--- src/rtl/ecc_scalar_feeder.sv ---
// Feeds the 384-bit ECC scalar to the point-mult controller: loads 12 words MSW-first, issues the command,
// returns one bit per rising digit request 1 cycle later, zeroizes at end; no backpressure, load_en_i is never stalled.
module ecc_scalar_feeder #(
    parameter int REG_SIZE = 384,
    parameter int WORD_W   = 32
) (
    input  logic              clk,
    input  logic              reset_n,
    input  logic              load_en_i,
    input  logic [WORD_W-1:0] load_data_i,
    input  logic              load_clr_i,
    input  logic              start_i,
    input  logic [2:0]        cmd_i,
    input  logic              busy_i,
    input  logic              req_digit_i,
    output logic [2:0]        ecc_cmd_o,
    output logic              digit_o,
    output logic              loaded_o,
    output logic              done_o,
    output logic              err_o
);

    localparam int NWORDS = REG_SIZE / WORD_W;
    localparam int WCW    = $clog2(NWORDS + 1);
    localparam int BCW    = $clog2(REG_SIZE + 1);

    localparam logic [2:0] CMD_KEYGEN = 3'd1;
    localparam logic [2:0] CMD_DOUBLE = 3'd2;

    typedef enum logic [2:0] {
        S_IDLE,
        S_LOAD,
        S_ISSUE,
        S_RUN,
        S_DONE
    } state_t;

    state_t              state;
    logic [REG_SIZE-1:0] scalar;
    logic [WCW-1:0]      word_cnt;
    logic [BCW-1:0]      bit_cnt;
    logic                req_q;
    logic                busy_q;

    logic req_rise;
    logic busy_fall;
    logic words_full;
    logic start_ok;

    assign req_rise   = req_digit_i & ~req_q;
    assign busy_fall  = busy_q & ~busy_i;
    assign words_full = (word_cnt == WCW'(NWORDS));
    // Doubling needs no scalar; keygen only once all words are in.
    assign start_ok   = (cmd_i == CMD_DOUBLE) || ((cmd_i == CMD_KEYGEN) && loaded_o);

    always_ff @(posedge clk or negedge reset_n) begin
        if (!reset_n) begin
            state     <= S_IDLE;
            scalar    <= '0;
            word_cnt  <= '0;
            bit_cnt   <= '0;
            req_q     <= 1'b0;
            busy_q    <= 1'b0;
            ecc_cmd_o <= 3'd0;
            digit_o   <= 1'b0;
            loaded_o  <= 1'b0;
            done_o    <= 1'b0;
            err_o     <= 1'b0;
        end else begin
            req_q  <= req_digit_i;
            busy_q <= busy_i;
            done_o <= 1'b0;

            case (state)
                S_IDLE, S_LOAD: begin
                    if (load_clr_i) begin
                        scalar   <= '0;
                        word_cnt <= '0;
                        loaded_o <= 1'b0;
                        err_o    <= 1'b0;
                        state    <= S_IDLE;
                    end else if (load_en_i) begin
                        // A load in the same cycle as start_i wins; the start is dropped.
                        if (words_full) begin
                            err_o <= 1'b1;
                        end else begin
                            scalar   <= {scalar[REG_SIZE-WORD_W-1:0], load_data_i};
                            word_cnt <= word_cnt + 1'b1;
                            loaded_o <= (word_cnt == WCW'(NWORDS - 1));
                            state    <= S_LOAD;
                        end
                    end else if (start_i) begin
                        if (start_ok) begin
                            ecc_cmd_o <= cmd_i;
                            bit_cnt   <= '0;
                            state     <= S_ISSUE;
                        end else begin
                            err_o <= 1'b1;
                        end
                    end
                end

                S_ISSUE: begin
                    if (load_en_i) begin
                        err_o <= 1'b1;
                    end
                    if (busy_i) begin
                        ecc_cmd_o <= 3'd0;
                        state     <= S_RUN;
                    end
                end

                S_RUN: begin
                    if (load_en_i) begin
                        err_o <= 1'b1;
                    end
                    // Shifting the MSB out returns the bits MSB first and scrubs the register as it goes.
                    if (req_rise) begin
                        if (bit_cnt == BCW'(REG_SIZE)) begin
                            err_o   <= 1'b1;
                            digit_o <= 1'b0;
                        end else begin
                            digit_o <= scalar[REG_SIZE-1];
                            scalar  <= scalar << 1;
                            bit_cnt <= bit_cnt + 1'b1;
                        end
                    end
                    if (busy_fall) begin
                        state <= S_DONE;
                    end
                end

                S_DONE: begin
                    if (load_en_i) begin
                        err_o <= 1'b1;
                    end
                    done_o   <= 1'b1;
                    scalar   <= '0;
                    word_cnt <= '0;
                    bit_cnt  <= '0;
                    digit_o  <= 1'b0;
                    loaded_o <= 1'b0;
                    state    <= S_IDLE;
                end

                default: begin
                    state <= S_IDLE;
                end
            endcase
        end
    end

endmodule
--- config.mk ---
export PLATFORM = sky130hd
export DESIGN_NAME = ecc_scalar_feeder
export DESIGN_NICKNAME = d
export VERILOG_FILES = /design/src/rtl/ecc_scalar_feeder.sv
export SDC_FILE = /design/constraint.sdc
export NUM_CORES = 1
export LEC_CHECK = 0
export ABC_AREA = 1
export CAP_MARGIN = 5
export CORE_MARGIN = 5
export CORE_UTILIZATION = 35
export CTS_CLUSTER_SIZE = 30
export DETAILED_ROUTE_END_ITERATION = 8
export SLEW_MARGIN = 0
export SYNTH_ARGS = -nofsm -noshare
export SYNTH_HDL_FRONTEND = slang
export SYNTH_SLANG_ARGS = --single-unit
--- constraint.sdc ---
create_clock -name clk -period 1.6 [get_ports clk]
set_input_delay 0.4 -clock clk [delete_from_list [all_inputs] [get_ports clk]]
set_output_delay 0.4 -clock clk [all_outputs]
set_load 0.02 [all_outputs]
==> metrics.md <==
| Metric | Value |
|---|---|
| Worst Max-Slew Pin Slew | `0.441 ns` |
| Net Sw Power | `13.8 mW` |
| Worst slack, placed | `-0.670 ns` |
| Power per cell area | `1370 nW/µm²` |
| Worst setup startpoint | `word_cnt[1]` |
| Crit Path Class | `register to register` |
| Routability cong. | `0.759` |
| Vias in the first global route | `16900` |
| Crit path cell chain | `inv_2 -> ha_4 -> nand2_4 -> nor2_4 -> o21ai_2 -> nand2_2 -> nor2_4 -> buf_12 -> clkbuf_16 -> clkbuf_16 -> clkbuf_16 -> nand2_1 -> o21ai_2` |
| Core area | `61700 µm²` |
| RR Startpoint | `word_cnt[1]` |
| Tmin final | `1.94 ns` |
| CTS H-tree lvls | `2` |
| Status | `finished, violations left` |
| Flop-to-flop setup slack | `-0.34 ns` |
| Mapped Area | `21800 µm²` |
| Slowest cell on the critical path | `dfrtp_1` |
| Ys flop type | `dfrtp_1` |
| Worst Skew | `0.0241 ns` |
| Syn_nets | `2743` |
| Hold/Removal Path Class | `input pin to asynchronous set/reset pin` |
| Cells after DPL | `3581` |
| Worst path max stage delay | `0.37 ns` |
| Flops & latches, synth | `409` |
| Dpl hpwl | `29.8 mm` |
| Drt wl/cell | `13.8 µm` |
| Worst reg2reg path depth | `13` |
| Nets@finish | `2921` |
| Reg2reg end | `scalar[133]` |
| Vias | `17500` |
| Clock share of power | `26.0%` |
| Max-cap violations | `0` |
| DIE WIDTH | `260 µm` |
| CTS tree | `built` |
| Die area | `67500 µm²` |
| Share of flip-flops with an asynchronous set or reset | `100%` |
| Maximum buffer depth of the clock tree | `3` |
| Starting Density | `35.4%` |
| Post-route setup slack | `-0.338 ns` |
| Die height | `260 µm` |
| Tot Pwr | `38.7 mW` |
| 1st-pass router iterations | `7` |
| Max Slew Vio Count | `0` |
| Sequential share of power | `31.6%` |
| First-pass GRT wire length | `81.5 mm` |
| Synth Instances | `2697` |
| Pin count of the biggest net entering global routing | `77` |
| Antenna cells | `0` |
| Final Non-Filler Cells | `3740` |
| Seq/Total Area, Yosys | `46.9%` |
| Sw Share | `35.6%` |
| Final period util | `121%` |
| Final Util | `45.8%` |
| Rel. slew slack | `70.6%` |
| Clock slew at reported path FFs | `0.06 ns` |
| Comb pwr share | `42.5%` |
| Final setup fails | `385` |
| Most used cell along the critical path | `clkbuf_16` |
| CP Data Required Time | `2.11 ns` |
| Worst-skew pair later-pin latency | `0.58 ns` |
| Tot GR Track Use | `13.9%` |
| Final Hold Fails | `0` |
| Hold WS | `0.280 ns` |
| Warning count from the yosys run | `0` |
| FMAX | `516 MHz` |
| Cell row count | `91` |
| EDFF count, synth | `0` |
| Largest vdd supply drop | `1130 µV` |
| P&R area growth vs syn | `29.5%` |
| Io pins | `49` |
| Leakage | `12.0 nW` |
| Root Driver | `clkbuf_16` |
| Avg Inst Size Synth | `8.09 µm²` |
| CTS sink count | `409` |
| Failing checks | `setup timing` |
| Pint | `24.9 mW` |
| Total grt overflow | `0` |
| Vias per inst | `4.68` |
| Detailed Route WL | `51.6 mm` |
| Layout cells sized above 1 | `29.4%` |
| Kind of start point of the critical path | `register` |
| First-iteration detailed-routing DRC count | `979` |
| Crit path capture | `scalar[133]` |
| Crit path DAT | `2.44 ns` |
| Drt drc | `0` |
| CP Max Fanout | `6` |
| RSZ-0062 raised after global routing | `yes` |
| I/O Buffers | `48` |
| CTS Buf Count | `46` |
| CP Capture Type | `register` |
| Initial antenna violation count | `0` |
| Distinct cells, synth | `29` |
| Detail Route Antenna Nets | `0` |
==> Yosys cell counts (2+ instances only) <==
library cell | count | share of area (%)
nand2_1 | 855 | 15
o21ai_0 | 417 | 9.6
inv_1 | 410 | 7.0
dfrtp_1 | 409 | 47
o21ai_2 | 321 | 13
buf_6 | 78 | 4.0
clkbuf_1 | 47 | 0.81
buf_2 | 41 | 0.94
o21ai_1 | 38 | 0.87
nor2_1 | 29 | 0.50
nand3_1 | 14 | 0.32
nand4_1 | 5 | 0.14
ha_1 | 4 | 0.23
xor2_1 | 4 | 0.16
a21oi_1 | 3 | 0.069
inv_2 | 3 | 0.052
nor2_2 | 3 | 0.086
buf_12 | 2 | 0.18
buf_8 | 2 | 0.14
nor3_1 | 2 | 0.046
nor3b_1 | 2 | 0.069
==> worst max-delay path, delay by kind of cell, from the launching register on <==
kind	cells	cell delay, ns
AND/OR/NAND/NOR	5	0.40
buffers and inverters	5	0.73
AO/OA/AOI/OAI	2	0.22
adder cells (fa/ha/maj)	1	0.16
flip-flops	1	0.37
==> flip-flops by register name (all words and copies together) (netlist names) <==
signal	count
req_q	1
word_cnt	4
ecc_cmd_o	3
loaded_o	1
digit_o	1
err_o	1
state	3
scalar	384
done_o	1
bit_cnt	9
busy_q	1
==> layer usage <==
metal	GRT usage [%]	vias to the layer above	routed length (µm)
li1	-	8951	-
met1	19.7	8310	24800
met2	22.6	192	24500
met3	1.92	59	1510
met4	3.29	0	851
met5	0	-	0
==> layout make-up <==
cell class / instances / area [µm²]
repair buffers: 300 / 4540
inverters: 413 / 1560
fillers: 6026 / 33400
well taps: 837 / 1050
flip-flops and latches: 409 / 10200
multi-input cells: 1705 / 9500
clock inverters: 7 / 92.6
clock buffers: 69 / 1310
==> worst min path at each step <==
stage	start	endpoint	slack, ns	depth (start not counted)
after CTS	reset_n	scalar[99]	0.25	2
after global placement	reset_n	scalar[352]	0.27	1
after detailed placement	reset_n	scalar[382]	0.26	1
after floorplan	reset_n	bit_cnt[0]	0.10	0
final	reset_n	scalar[99]	0.28	2
after global routing	reset_n	scalar[99]	0.29	2
==> power groups by stage <==
stage / clock network [mW] / logic (mW) / registers, mW
6_report: 10.1 / 16.4 / 12.2
5_1_grt: 10.8 / 17.7 / 12.4
4_1_cts: 10.4 / 11.6 / 12.2
3_5_place_dp: 0 / 10.6 / 12.4
3_3_place_gp: 0 / 10.5 / 12.3
2_1_floorplan: 0 / 8.39 / 12.2
==> layout by cell type, fill, tap and decap left out, types with 7 or more instances in the layout <==
| cell | instances |
|---|---|
| clkbuf_16 | 89 |
| nand2_1 | 679 |
| o21ai_2 | 339 |
| dfrtp_1 | 407 |
| clkbuf_1 | 16 |
| buf_16 | 31 |
| buf_4 | 91 |
| buf_12 | 51 |
| o21ai_1 | 36 |
| nor2_1 | 26 |
| clkbuf_8 | 7 |
| buf_6 | 22 |
| nand2_2 | 133 |
| clkdlybuf4s50_1 | 40 |
| nand3_1 | 13 |
| nand2_4 | 44 |
| o21ai_0 | 401 |
| buf_8 | 14 |
| inv_1 | 408 |
==> what timing repair did <==
action	4_1_cts	5_1_grt
cloned	9	54
hold buffers	1	0
resized for setup	55	249
hold endpoints to repair	108	0
pin swaps	1	12
setup buffers	5	15
endpoints found under the setup margin	396	400
==> kinds of logic (layout without fill, tap and decap cells) <==
kind of cell	count (synthesis)	count (layout)	share of synthesized area (%)
AO/OA/AOI/OAI	782	782	23.5
XOR/XNOR	4	4	0.160
adder cells (fa/ha/maj)	4	4	0.229
buffers and inverters	583	789	13.2
flip-flops	409	409	46.9
AND/OR/NAND/NOR	915	915	16.1
==> through the flow <==
stage / instance area, µm² / TNS [ns]
finish: 28300 / -98.23
floorplan: 22100 / -28.78
CTS: 26100 / -90.91
global placement: 24300 / -230.25
global route: 28300 / -132.68
detailed placement: 24300 / -236.62
No activity file was read; power rests on OpenSTA's default activity.
